--- src/rtl/systolic_pkg.sv ---
// rtl/systolic_pkg.sv - shared types and defaults for the systolic array controller
package systolic_pkg;

  localparam int DEF_SIZE  = 4;
  localparam int DEF_K_MAX = 256;

  // Width needed to hold an inner-dimension length of 0..k_max
  function automatic int kw_of(input int k_max);
    return $clog2(k_max + 1);
  endfunction

  typedef enum logic [2:0] {
    ST_IDLE,
    ST_CLEAR,
    ST_FEED,
    ST_DRAIN,
    ST_DONE
  } state_e;

endpackage

--- src/rtl/systolic_ctrl_skew.sv ---
// rtl/systolic_ctrl_skew.sv - lane enable skew shift register (lane i = input delayed 1+i)
module ctrl_skew #(
  parameter int SIZE = 4
) (
  input  logic            clk,
  input  logic            rst,
  input  logic            flush,
  input  logic            din,
  output logic [SIZE-1:0] lane_en
);

  logic [SIZE-1:0] shift_q;
  logic [SIZE-1:0] shift_d;

  // Shift toward higher lanes each cycle; flush empties the whole pipe
  always_comb begin
    shift_d = {shift_q[SIZE-2:0], din};
    if (flush) begin
      shift_d = '0;
    end
  end

  // Skew pipe register
  always_ff @(posedge clk or negedge rst) begin
    if (!rst) begin
      shift_q <= '0;
    end else begin
      shift_q <= shift_d;
    end
  end

  assign lane_en = shift_q;

endmodule

--- src/rtl/systolic_ctrl.sv ---
// rtl/systolic_ctrl.sv - output-stationary systolic array sequencer (optional SYSTOLIC_CTRL_PERF_EN busy-cycle counter)
module systolic_ctrl
  import systolic_pkg::*;
#(
  parameter int SIZE  = DEF_SIZE,
  parameter int K_MAX = DEF_K_MAX,
  parameter int KW    = kw_of(K_MAX)
) (
  input  logic                     clk,
  input  logic                     rst,
  input  logic                     start,
  input  logic [KW-1:0]            k_len,
  input  logic                     abort,
  output logic                     busy,
  output logic                     cmd_err,
  output logic                     array_clr,
  output logic                     rd_en,
  output logic [KW-1:0]            rd_k,
  output logic [SIZE-1:0]          lane_en,
  output logic                     result_valid,
  input  logic                     result_ready,
  output logic [$clog2(SIZE)-1:0]  result_row,
  output logic                     done
`ifdef SYSTOLIC_CTRL_PERF_EN
  ,
  output logic [31:0]              perf_cycles
`endif
);

  localparam int RW = $clog2(SIZE);
  // Wide enough for k_len + 2*SIZE without wrapping at K_MAX
  localparam int TW = KW + $clog2(2 * SIZE) + 1;

  localparam logic [KW-1:0] K_MAX_V  = KW'(K_MAX);
  localparam logic [TW-1:0] SKEW_CYC = TW'(2 * SIZE);
  localparam logic [RW-1:0] R_LAST   = RW'(SIZE - 1);

  state_e          state_q, state_d;
  logic [KW-1:0]   k_len_q, k_len_d;
  logic [TW-1:0]   t_q, t_d;
  logic [RW-1:0]   r_q, r_d;
  logic            cmd_err_q, cmd_err_d;
  logic            array_clr_q, array_clr_d;
  logic            rd_en_q, rd_en_d;
  logic [KW-1:0]   rd_k_q, rd_k_d;
  logic            k_bad;
  logic [TW-1:0]   t_last;

  assign k_bad  = (k_len == '0) || (k_len > K_MAX_V);
  assign t_last = TW'(k_len_q) + SKEW_CYC - TW'(1);

  // Next-state, counters and registered-output precomputation
  always_comb begin
    state_d   = state_q;
    k_len_d   = k_len_q;
    t_d       = t_q;
    r_d       = r_q;
    cmd_err_d = 1'b0;

    case (state_q)
      ST_IDLE: begin
        t_d = '0;
        r_d = '0;
        if (start) begin
          if (k_bad) begin
            cmd_err_d = 1'b1;
          end else begin
            k_len_d = k_len;
            state_d = ST_CLEAR;
          end
        end
      end
      ST_CLEAR: begin
        t_d     = '0;
        state_d = ST_FEED;
      end
      ST_FEED: begin
        if (t_q == t_last) begin
          t_d     = '0;
          state_d = ST_DRAIN;
        end else begin
          t_d = t_q + TW'(1);
        end
      end
      ST_DRAIN: begin
        if (result_ready) begin
          if (r_q == R_LAST) begin
            r_d     = '0;
            state_d = ST_DONE;
          end else begin
            r_d = r_q + RW'(1);
          end
        end
      end
      ST_DONE: begin
        state_d = ST_IDLE;
      end
      default: begin
        state_d = ST_IDLE;
      end
    endcase

    // Abort overrides everything once an operation is in flight
    if (abort && (state_q != ST_IDLE)) begin
      state_d = ST_IDLE;
      t_d     = '0;
      r_d     = '0;
    end

    array_clr_d = (state_d == ST_CLEAR);
    rd_en_d     = (state_d == ST_FEED) && (t_d < TW'(k_len_d));
    rd_k_d      = rd_en_d ? t_d[KW-1:0] : '0;
  end

  // Control state and registered outputs
  always_ff @(posedge clk or negedge rst) begin
    if (!rst) begin
      state_q     <= ST_IDLE;
      k_len_q     <= '0;
      t_q         <= '0;
      r_q         <= '0;
      cmd_err_q   <= 1'b0;
      array_clr_q <= 1'b0;
      rd_en_q     <= 1'b0;
      rd_k_q      <= '0;
    end else begin
      state_q     <= state_d;
      k_len_q     <= k_len_d;
      t_q         <= t_d;
      r_q         <= r_d;
      cmd_err_q   <= cmd_err_d;
      array_clr_q <= array_clr_d;
      rd_en_q     <= rd_en_d;
      rd_k_q      <= rd_k_d;
    end
  end

  ctrl_skew #(
    .SIZE (SIZE)
  ) u_skew (
    .clk     (clk),
    .rst     (rst),
    .flush   (abort),
    .din     (rd_en_q),
    .lane_en (lane_en)
  );

  assign busy         = (state_q != ST_IDLE);
  assign cmd_err      = cmd_err_q;
  assign array_clr    = array_clr_q;
  assign rd_en        = rd_en_q;
  assign rd_k         = rd_k_q;
  assign result_valid = (state_q == ST_DRAIN);
  assign result_row   = r_q;
  assign done         = (state_q == ST_DONE);

`ifdef SYSTOLIC_CTRL_PERF_EN
  logic [31:0] perf_q, perf_d;

  // Busy-cycle counter: cleared on accepted start, saturating, held while idle
  always_comb begin
    perf_d = perf_q;
    if ((state_q == ST_IDLE) && start && !k_bad) begin
      perf_d = '0;
    end else if ((state_q != ST_IDLE) && (perf_q != '1)) begin
      perf_d = perf_q + 32'd1;
    end
  end

  // Performance counter register
  always_ff @(posedge clk or negedge rst) begin
    if (!rst) begin
      perf_q <= '0;
    end else begin
      perf_q <= perf_d;
    end
  end

  assign perf_cycles = perf_q;
`endif

endmodule

--- config.mk ---
export PLATFORM = sky130hd
export DESIGN_NAME = systolic_ctrl
export DESIGN_NICKNAME = d
export VERILOG_FILES = /design/src/rtl/systolic_pkg.sv /design/src/rtl/systolic_ctrl_skew.sv /design/src/rtl/systolic_ctrl.sv
export SDC_FILE = /design/constraint.sdc
export NUM_CORES = 1
export LEC_CHECK = 0
export CAP_MARGIN = 10
export CELL_PAD_IN_SITES_DETAIL_PLACEMENT = 0
export CELL_PAD_IN_SITES_GLOBAL_PLACEMENT = 1
export CORE_MARGIN = 1
export CORE_UTILIZATION = 35
export DETAILED_ROUTE_END_ITERATION = 10
export PLACE_DENSITY_LB_ADDON = 0.1
export SETUP_SLACK_MARGIN = 0.05
export SLEW_MARGIN = 10
export SYNTH_ARGS = -nofsm -noshare
export SYNTH_HDL_FRONTEND = slang
export SYNTH_SLANG_ARGS = --single-unit
export TNS_END_PERCENT = 20
--- constraint.sdc ---
create_clock -name clk -period 7.13 [get_ports clk]
set_input_delay 1.7825 -clock clk [delete_from_list [all_inputs] [get_ports clk]]
set_output_delay 1.7825 -clock clk [all_outputs]
set_load 0.03 [all_outputs]
==> results of run 1 <==
[area by class of cell]
cell class,instances,area [µm²]
clock inverter,1,7.507
tap,99,123.9
clock buffer,5,68.82
sequential,43,1076
multi-input combinational,193,1416
fill,744,4115
timing repair buffer,35,342.8
inverter,17,63.81
[critical path: cells and delay by family]
family | cells | cell delay [ns]
and+or+nand+nor | 2 | 1.03
adders and majority gates | 1 | 0.28
buffers and inverters | 1 | 0.43
AOI/OAI and AO/OA | 8 | 1.52
muxes | 1 | 0.30
[cell usage after synthesis, types with 2 or more instances]
cell type / count
a211oi_1: 2
a21oi_1: 11
a31oi_1: 2
and2_1: 4
and3_1: 6
and4_1: 2
clkbuf_1: 11
dfrtp_1: 43
ha_1: 11
inv_1: 17
mux2i_1: 8
nand2_1: 19
nand2b_1: 2
nand3_1: 6
nand4_1: 4
nor2_1: 9
nor2b_1: 8
nor3_1: 15
nor3_2: 8
nor3b_1: 3
nor4_1: 7
o211ai_1: 3
o21a_1: 4
o21ai_0: 8
o31a_1: 3
or3_1: 4
xnor2_1: 6
xor2_1: 12
[cell usage in the layout (no fill, tap or decap), types with 2 or more instances in the layout]
cell	instances
nand4_1	4
nor3_2	8
nand2_1	19
inv_1	17
nor3_1	15
nand2b_1	2
and3_1	6
o21ai_0	8
o31a_1	3
o211ai_1	3
nor2_1	9
a211oi_1	2
or3_1	4
nor2b_1	8
dfrtp_1	43
nor4_1	7
and4_1	2
nor3b_1	3
xor2_1	12
ha_1	11
clkdlybuf4s50_1	33
o21a_1	4
mux2i_1	8
xnor2_1	6
and2_1	4
a31oi_1	2
clkbuf_8	5
a21oi_1	11
nand3_1	6
[report_power, final]
group          switching [µW]  leakage (µW)  internal, µW
sequential               33.0      0.000578           263
combinational             103      0.000717          78.1
clock                    84.9     0.0000361          65.2
[how the worst max path moves through the flow]
stage	start	to	slack (ns)	cells past startpoint
after detailed placement	k_len[1]	rd_k[1]	1.67	13
after CTS	k_len[0]	rd_k[1]	1.95	13
final	k_len[1]	rd_k[1]	1.99	13
after global placement	k_len[1]	rd_k[1]	1.80	13
after floorplan	k_len[0]	rd_k[1]	2.56	13
after global routing	k_len[0]	rd_k[0]	1.61	13
[sequential cells by signal, summed over array words and instances, names as in the netlist]
signal and cells:
state_q 3, cmd_err 1, rd_k 9, result_row 2
u_skew.lane_en 4, k_len_q 9, array_clr 1, t_q 13
rd_en 1
[routing by layer]
layer	wire length [µm]	vias up
li1	-	1010
met1	2935	944
met2	2818	49
met3	241	10
met4	86	0
met5	0	-
[cells by family after synthesis]
group / count (synthesis) / share of synthesized area (%)
simple gates: 104 / 23.25
compound gates: 51 / 16.01
flops: 43 / 41.23
buf+inv: 30 / 4.506
xor+xnor: 19 / 6.664
fa+ha+maj: 11 / 5.273
mux: 8 / 3.068
[through the flow]
step	instances	utilization (%)	hold slack, ns	power (µW)
final	393	42.96	0.4910	627.2
after global routing	393	42.96	0.5131	672.5
after CTS	393	42.96	0.4957	634.9
after detailed placement	387	41.90	0.4762	483.2
after global placement	387	41.90	0.4669	485.1
after floorplan	266	-	0.5254	427.2
==> impl_metrics.json, run 1 <==
{
  "slew_headroom_pct": 34.95,
  "setup_ws_ns": 1.989,
  "required_ns": 7.35,
  "reg2reg_slack_ns": 2.61,
  "grt_pass1_vias": 1970,
  "synth_area_leaders": "dfrtp_1 41%, ha_1 5.3%, xor2_1 4.0%, mux2i_1 3.1%, nor3_2 3.1%",
  "initial_core_util_pct": 36.18,
  "slowest_delay_ns": 0.58,
  "ys_seq_elements": 43,
  "row_count": 31,
  "clk_latency_ns": 0.30,
  "cts-resized-gates": 0,
  "via_per_inst": 5.122,
  "synth_edf_count": 0,
  "period_share_pct": 72.11,
  "first_pass_iters": 4,
  "grt-busiest-layer": "met2",
  "hold_class": "reg2reg",
  "cts_buffer_depth": 2,
  "grt_pass1_wl_mm": 10.07,
  "async_flop_share_pct": 100.0,
  "antenna_left": 0,
  "diodes": 0,
  "cp_max_fo": 10,
  "hold_viol": 0,
  "die-area_um2": 7807,
  "cts_tree": "built",
  "gr-total-overflow": 0,
  "yosysTopAreaCellShare_pct": 41.23,
  "nets": 320,
  "num_io_pins": 35,
  "tns_ns": 0,
  "critPathArrivalTime_ns": 5.36,
  "drive_gt1_share_pct": 10.20,
  "dpl_worst_slack_ns": 1.673,
  "yosys.area.top_type": "dfrtp_1",
  "slowest_stage": "or3_1",
  "r2r.worst_path.cells": 15,
  "end_kind": "flip-flop",
  "routed_wl_mm": 6.081,
  "global_route.usage.met1_pct": 24.13,
  "p_leak_uw": 0.001330,
  "vdd_drop_max_mv": 0.07599,
  "io_buffer_count": 34,
  "min_to": "u_skew.lane_en[0]",
  "htreeDepth": 2,
  "startpoint_type": "primary input",
  "syn_nets": 291,
  "yosys_warnings": 0,
  "drt_iter0_markers": 62,
  "fmaxAchievable_mhz": 194.5,
  "placed_cell_area_um2": 3023,
  "syn_area_per_cell_um2": 9.812,
  "timing.rr.start": "k_len_q[0]",
  "ys.flop_type": "dfrtp_1",
  "die_x_um": 88.36,
  "post_cts_buffers": 0,
  "yosysSeqAreaShare_pct": 41.23,
  "mappedNetlistArea_um2": 2610,
  "fin_crit_ns": 5.141,
  "path_clk_slew_ns": 0.08,
  "syn2layout_area_growth_pct": 18.74,
  "cpMostUsedCell": "o21a_1",
  "grtUsageMet2_pct": 26.78,
  "hpwl_mm": 4.558,
  "cts_hold_buf": 0,
  "setup_violations": 0,
  "cts_buffers": 5,
  "numClockSinks": 43,
  "cap_violations": 0,
  "p_per_area_nw_per_um2": 202.4,
  "core_region_area_um2": 7214,
  "grt_setup_unrepaired": "no",
  "use_met3_pct": 4.198,
  "skew_ns": 0.01002,
  "finalMaxSlewViolations": 0,
  "yosysUniqueCellTypes": 56,
  "post-route-cell-area_um2": 3099,
  "root_buffer": "clkbuf_8",
  "syn_inst": 266,
  "antenna_found_initial": 0,
  "grt_max_degree": 44,
  "gp_congestion": 0.8196,
  "cp_cell_sequence": "clkdlybuf4s50_1 > nor4_1 > a21boi_1 > or3_1 > mux2i_1 > ha_1 > o21a_1 > o21a_1 > o21ai_0 > a21oi_1 > a221oi_4 > o211ai_4 > a211oi_2",
  "dr_total_vias": 2013,
  "status": "finished, final reports clean",
  "post_drt_wl_per_cell_um": 15.47,
  "worst_pin_slew_ns": 0.9757,
  "drc": 0,
  "path_class": "in2reg",
  "die-height_um": 88.36,
  "hold_start": "rd_en",
  "r2r-end": "rd_k[4]",
  "track_usage_pct": 17.32,
  "hold_depth": 1
}
No activity file was read; power rests on OpenSTA's default activity.
==> run 2, diff against run 1 <==
- clock period: 7.13 -> 5.1 ns (I/O delays scaled with it)
==> impl_metrics.json, run 2 (synthesized netlist as in run 1, its figures left out) <==
{
  "status": "finished, final reports clean",
  "die-height_um": 88.36,
  "via_per_inst": 5.103,
  "cap_violations": 0,
  "power_frac_clock_pct": 28.9,
  "grtUsageMet2_pct": 27.97,
  "hold_viol": 0,
  "fmaxAchievable_mhz": 212.3,
  "switching_share_pct": 33.63,
  "regMostFlops": "t_q",
  "timing.rr.start": "k_len_q[0]",
  "track_usage_pct": 17.29,
  "grt_max_degree": 44,
  "fin_crit_ns": 4.709,
  "drt_iter0_markers": 136,
  "multi_input_area_um2": 1416,
  "numClockSinks": 43,
  "critPathLaunch": "k_len[1]",
  "antenna_found_initial": 0,
  "final_cell_mix": "43 x dfrtp_1, 33 x clkdlybuf4s50_1, 19 x nand2_1, 17 x inv_1, 15 x nor3_1",
  "critPathArrivalTime_ns": 4.92,
  "whs_ns": 0.4945,
  "drc": 0,
  "end_kind": "flip-flop",
  "routed_wl_mm": 6.126,
  "required_ns": 5.31,
  "setup_violations": 0,
  "r2r-end": "rd_k[5]",
  "htreeDepth": 2,
  "hold_class": "reg2reg",
  "io_buffer_count": 34,
  "root_buffer": "clkbuf_8",
  "use_met3_pct": 3.918,
  "post_drt_wl_per_cell_um": 15.43,
  "cts_buffer_depth": 2,
  "cts-resized-gates": 0,
  "die_x_um": 88.36,
  "path_clk_slew_ns": 0.09,
  "fillerInstances": 739,
  "row_count": 31,
  "post_cts_buffers": 0,
  "grt_pass1_wl_mm": 10.03,
  "grt_setup_unrepaired": "no",
  "die-area_um2": 7807,
  "vdd_drop_max_mv": 0.1529,
  "cts_buffers": 5,
  "drive_gt1_share_pct": 11.41,
  "period_share_pct": 92.34,
  "core_region_area_um2": 7214,
  "internal_power_uw": 627.5,
  "skew_ns": 0.007722,
  "grt_pass1_vias": 1949,
  "endpoint": "rd_k[5]",
  "num_io_pins": 35,
  "reg2reg_slack_ns": 0.66,
  "r2r.worst_path.cells": 17,
  "first_pass_iters": 4,
  "netSwitchingPower_uw": 317.9,
  "initial_core_util_pct": 36.18,
  "antenna_left": 0,
  "clk_latency_ns": 0.30,
  "mostFrequentLayoutCell": "dfrtp_1",
  "p_seq_share_pct": 43.8,
  "worst_pin_slew_ns": 0.9772,
  "cp_max_fo": 10,
  "grt-busiest-layer": "met2",
  "hpwl_mm": 4.659,
  "nets": 322,
  "gp_congestion": 0.8266,
  "p_leak_uw": 0.001362,
  "syn2layout_area_growth_pct": 20.71,
  "cts_hold_buf": 0,
  "dr_total_vias": 2026,
  "path_class": "in2reg",
  "slew_headroom_pct": 34.85,
  "gr-total-overflow": 0,
  "diodes": 0,
  "regArea_um2": 1076,
  "largest_register_ffs": 13,
  "cts_tree": "built",
  "p_comb_share_pct": 27.2,
  "tns_ns": 0,
  "finalMaxSlewViolations": 0,
  "startpoint_type": "primary input",
  "global_route.usage.met1_pct": 23.09,
  "p_per_area_nw_per_um2": 300.1
}
run 2: cell type report:
| type | count | area share (%) |
|---|---|---|
| flip-flops and latches | 43 | 34.15 |
| clock buffers | 5 | 2.184 |
| repair buffers | 37 | 11.36 |
| multi-input cells | 193 | 44.96 |
| well taps | 99 | 3.932 |
| inverters | 17 | 2.025 |
| clock inverters | 3 | 1.390 |
run 2: metal layers:
metal	vias to the layer above	share of wire, %
met4	0	0.85
met2	38	46
met5	-	0
met3	4	3.4
met1	963	49
li1	1021	-
run 2: worst max-delay path, cell delays in order:
cell	delay, ns
clkdlybuf4s50_1	0.44
nor4_1	0.51
a21boi_1	0.21
or3_1	0.59
mux2i_1	0.30
ha_1	0.27
o21a_1	0.16
o21a_1	0.15
o21ai_0	0.15
a21oi_1	0.14
a221oi_4	0.28
o211ai_4	0.21
nor3_2	0.23
run 2: how the worst min path moves through the flow:
stage	startpoint	end	slack, ns	cells after the start
finish	u_skew.lane_en[2]	u_skew.lane_en[3]	0.49	1
detailed placement	u_skew.lane_en[2]	u_skew.lane_en[3]	0.48	1
floorplan	k_len_q[6]	k_len_q[6]	0.53	2
CTS	u_skew.lane_en[2]	u_skew.lane_en[3]	0.50	1
global route	u_skew.lane_en[2]	u_skew.lane_en[3]	0.52	1
global placement	u_skew.lane_en[2]	u_skew.lane_en[3]	0.47	1
run 2: per-stage QoR:
step | worst slack (ns) | util (%) | cell area, µm² | total power, µW | cells
2_1_floorplan | 1.034 | - | 2610 | 597.2 | 266
3_3_place_gp | 0.2670 | 42.11 | 3038 | 684.5 | 389
3_5_place_dp | 0.1081 | 42.11 | 3038 | 682.6 | 389
4_1_cts | 0.4150 | 43.67 | 3151 | 957.7 | 397
5_1_grt | 0.05950 | 43.67 | 3151 | 1005 | 397
6_report | 0.3907 | 43.67 | 3151 | 945.5 | 397
run 2: power by group through the flow:
stage	clock, µW	sequential, µW	combinational (µW)
global placement	0	423	262
finish	273	415	258
global route	295	421	289
detailed placement	0	422	261
floorplan	0	406	191
CTS	281	415	262
==> run 3, diff against run 2 <==
- CORE_MARGIN: 1 -> unset
- DONT_BUFFER_PORTS: unset -> 1
==> impl_metrics.json, run 3 (synthesized netlist as in run 1, its figures left out) <==
{
  "die_x_um": 88.36,
  "diodes": 0,
  "final_cell_mix": "43 x dfrtp_1, 19 x nand2_1, 17 x inv_1, 15 x nor3_1, 12 x xor2_1",
  "grt_pass1_vias": 1789,
  "syn2layout_area_growth_pct": 6.232,
  "vdd_drop_max_mv": 0.1097,
  "required_ns": 5.32,
  "grt_setup_unrepaired": "no",
  "top_layer_used": "met4",
  "cts-resized-gates": 0,
  "startpoint_type": "primary input",
  "path_clk_slew_ns": 0.09,
  "cap_violations": 0,
  "dr_total_vias": 1900,
  "end_kind": "flip-flop",
  "cts_buffer_depth": 2,
  "antenna_found_initial": 0,
  "fmaxAchievable_mhz": 229.4,
  "row_count": 31,
  "mostFrequentLayoutCell": "dfrtp_1",
  "p_per_area_nw_per_um2": 309.1,
  "cts_buffers": 5,
  "whs_ns": 0.6002,
  "die-area_um2": 7807,
  "drt_iter0_markers": 107,
  "post_drt_wl_per_cell_um": 16.44,
  "hold_viol": 0,
  "worst_pin_slew_ns": 0.7049,
  "grt_max_degree": 44,
  "tns_ns": 0,
  "die-height_um": 88.36,
  "hpwl_mm": 4.498,
  "status": "finished, final reports clean",
  "path_class": "in2reg",
  "gr-total-overflow": 0,
  "cts_hold_buf": 0,
  "critPathArrivalTime_ns": 4.58,
  "post_cts_buffers": 0,
  "hold_class": "reg2reg",
  "numClockSinks": 43,
  "gp_congestion": 0.7447,
  "root_buffer": "clkbuf_8",
  "fin_crit_ns": 4.359,
  "nets": 286,
  "core_region_area_um2": 7214,
  "dr_wl_met3_um": 255,
  "track_usage_pct": 16.71,
  "htreeDepth": 2,
  "p_leak_uw": 0.001212,
  "grt_pass1_wl_mm": 9.632,
  "initial_core_util_pct": 36.18,
  "io_buffer_count": 0,
  "via_per_inst": 5.263,
  "wl_met2_mm": 2.700,
  "slew_headroom_pct": 52.83,
  "period_share_pct": 85.46,
  "cts_tree": "built",
  "drive_gt1_share_pct": 11.45,
  "antenna_left": 0,
  "wl_met1_mm": 2.927,
  "skew_ns": 0.006400,
  "regMostFlops": "t_q",
  "clk_latency_ns": 0.30,
  "setup_ws_ns": 0.7414,
  "finalMaxSlewViolations": 0,
  "drc": 0,
  "num_io_pins": 35,
  "first_pass_iters": 4,
  "cp_max_fo": 10,
  "setup_violations": 0,
  "largest_register_ffs": 13,
  "dpl_worst_slack_ns": 0.3490,
  "routed_wl_mm": 5.935
}
-- run 3: power by group --
part	total [µW]	internal (µW)	switching (µW)
clock	220	96.0	124
sequential	421	368	52.6
combinational	216	92.8	123
-- run 3: area by class of cell --
cell class / count / area, µm²
Fill cell: 770 / 4442
Inverter: 17 / 63.81
Clock inverter: 2 / 12.51
Timing Repair Buffer: 1 / 7.507
Multi-Input combinational cell: 193 / 1416
Sequential cell: 43 / 1076
Tap cell: 99 / 123.9
Clock buffer: 6 / 72.57
-- run 3: critical path: stages --
cell      delay, ns
nor4_1         0.51
a21boi_1       0.24
or3_1          0.61
mux2i_1        0.33
ha_1           0.29
a21oi_1        0.15
nor2b_1        0.06
o21ai_0        0.16
o211ai_1       0.18
a221oi_4       0.33
o211ai_4       0.22
a211oi_2       0.24
-- run 3: worst paths after layout --
kind                       startpoint    endpoint  slack (ns)  cells after the start
setup / recovery             k_len[0]     rd_k[1]        0.74                     12
hold / removal                t_q[12]     t_q[12]        0.60                      2
setup reg to reg           k_len_q[0]     rd_k[1]        0.83                     17
hold reg to reg               t_q[12]     t_q[12]        0.60                      2
max in group asynchronous         rst  k_len_q[7]        4.32                      0
min in group asynchronous         rst     rd_k[6]        0.67                      0
-- run 3: routing by layer --
| metal | up-vias | GRT usage, % |
|---|---|---|
| li1 | 946 | - |
| met1 | 902 | 23.24 |
| met2 | 48 | 26.15 |
| met3 | 4 | 4.104 |
| met4 | 0 | 3.959 |
| met5 | - | 0 |
-- run 3: through the flow --
step	instances	power, µW	cell area (µm²)	util [%]
final	361	857.0	2773	38.43
after global routing	361	912.1	2773	38.43
after global placement	353	649.4	2688	37.25
after CTS	361	870.2	2773	38.43
after floorplan	266	597.2	2610	-
after detailed placement	353	645.7	2688	37.25
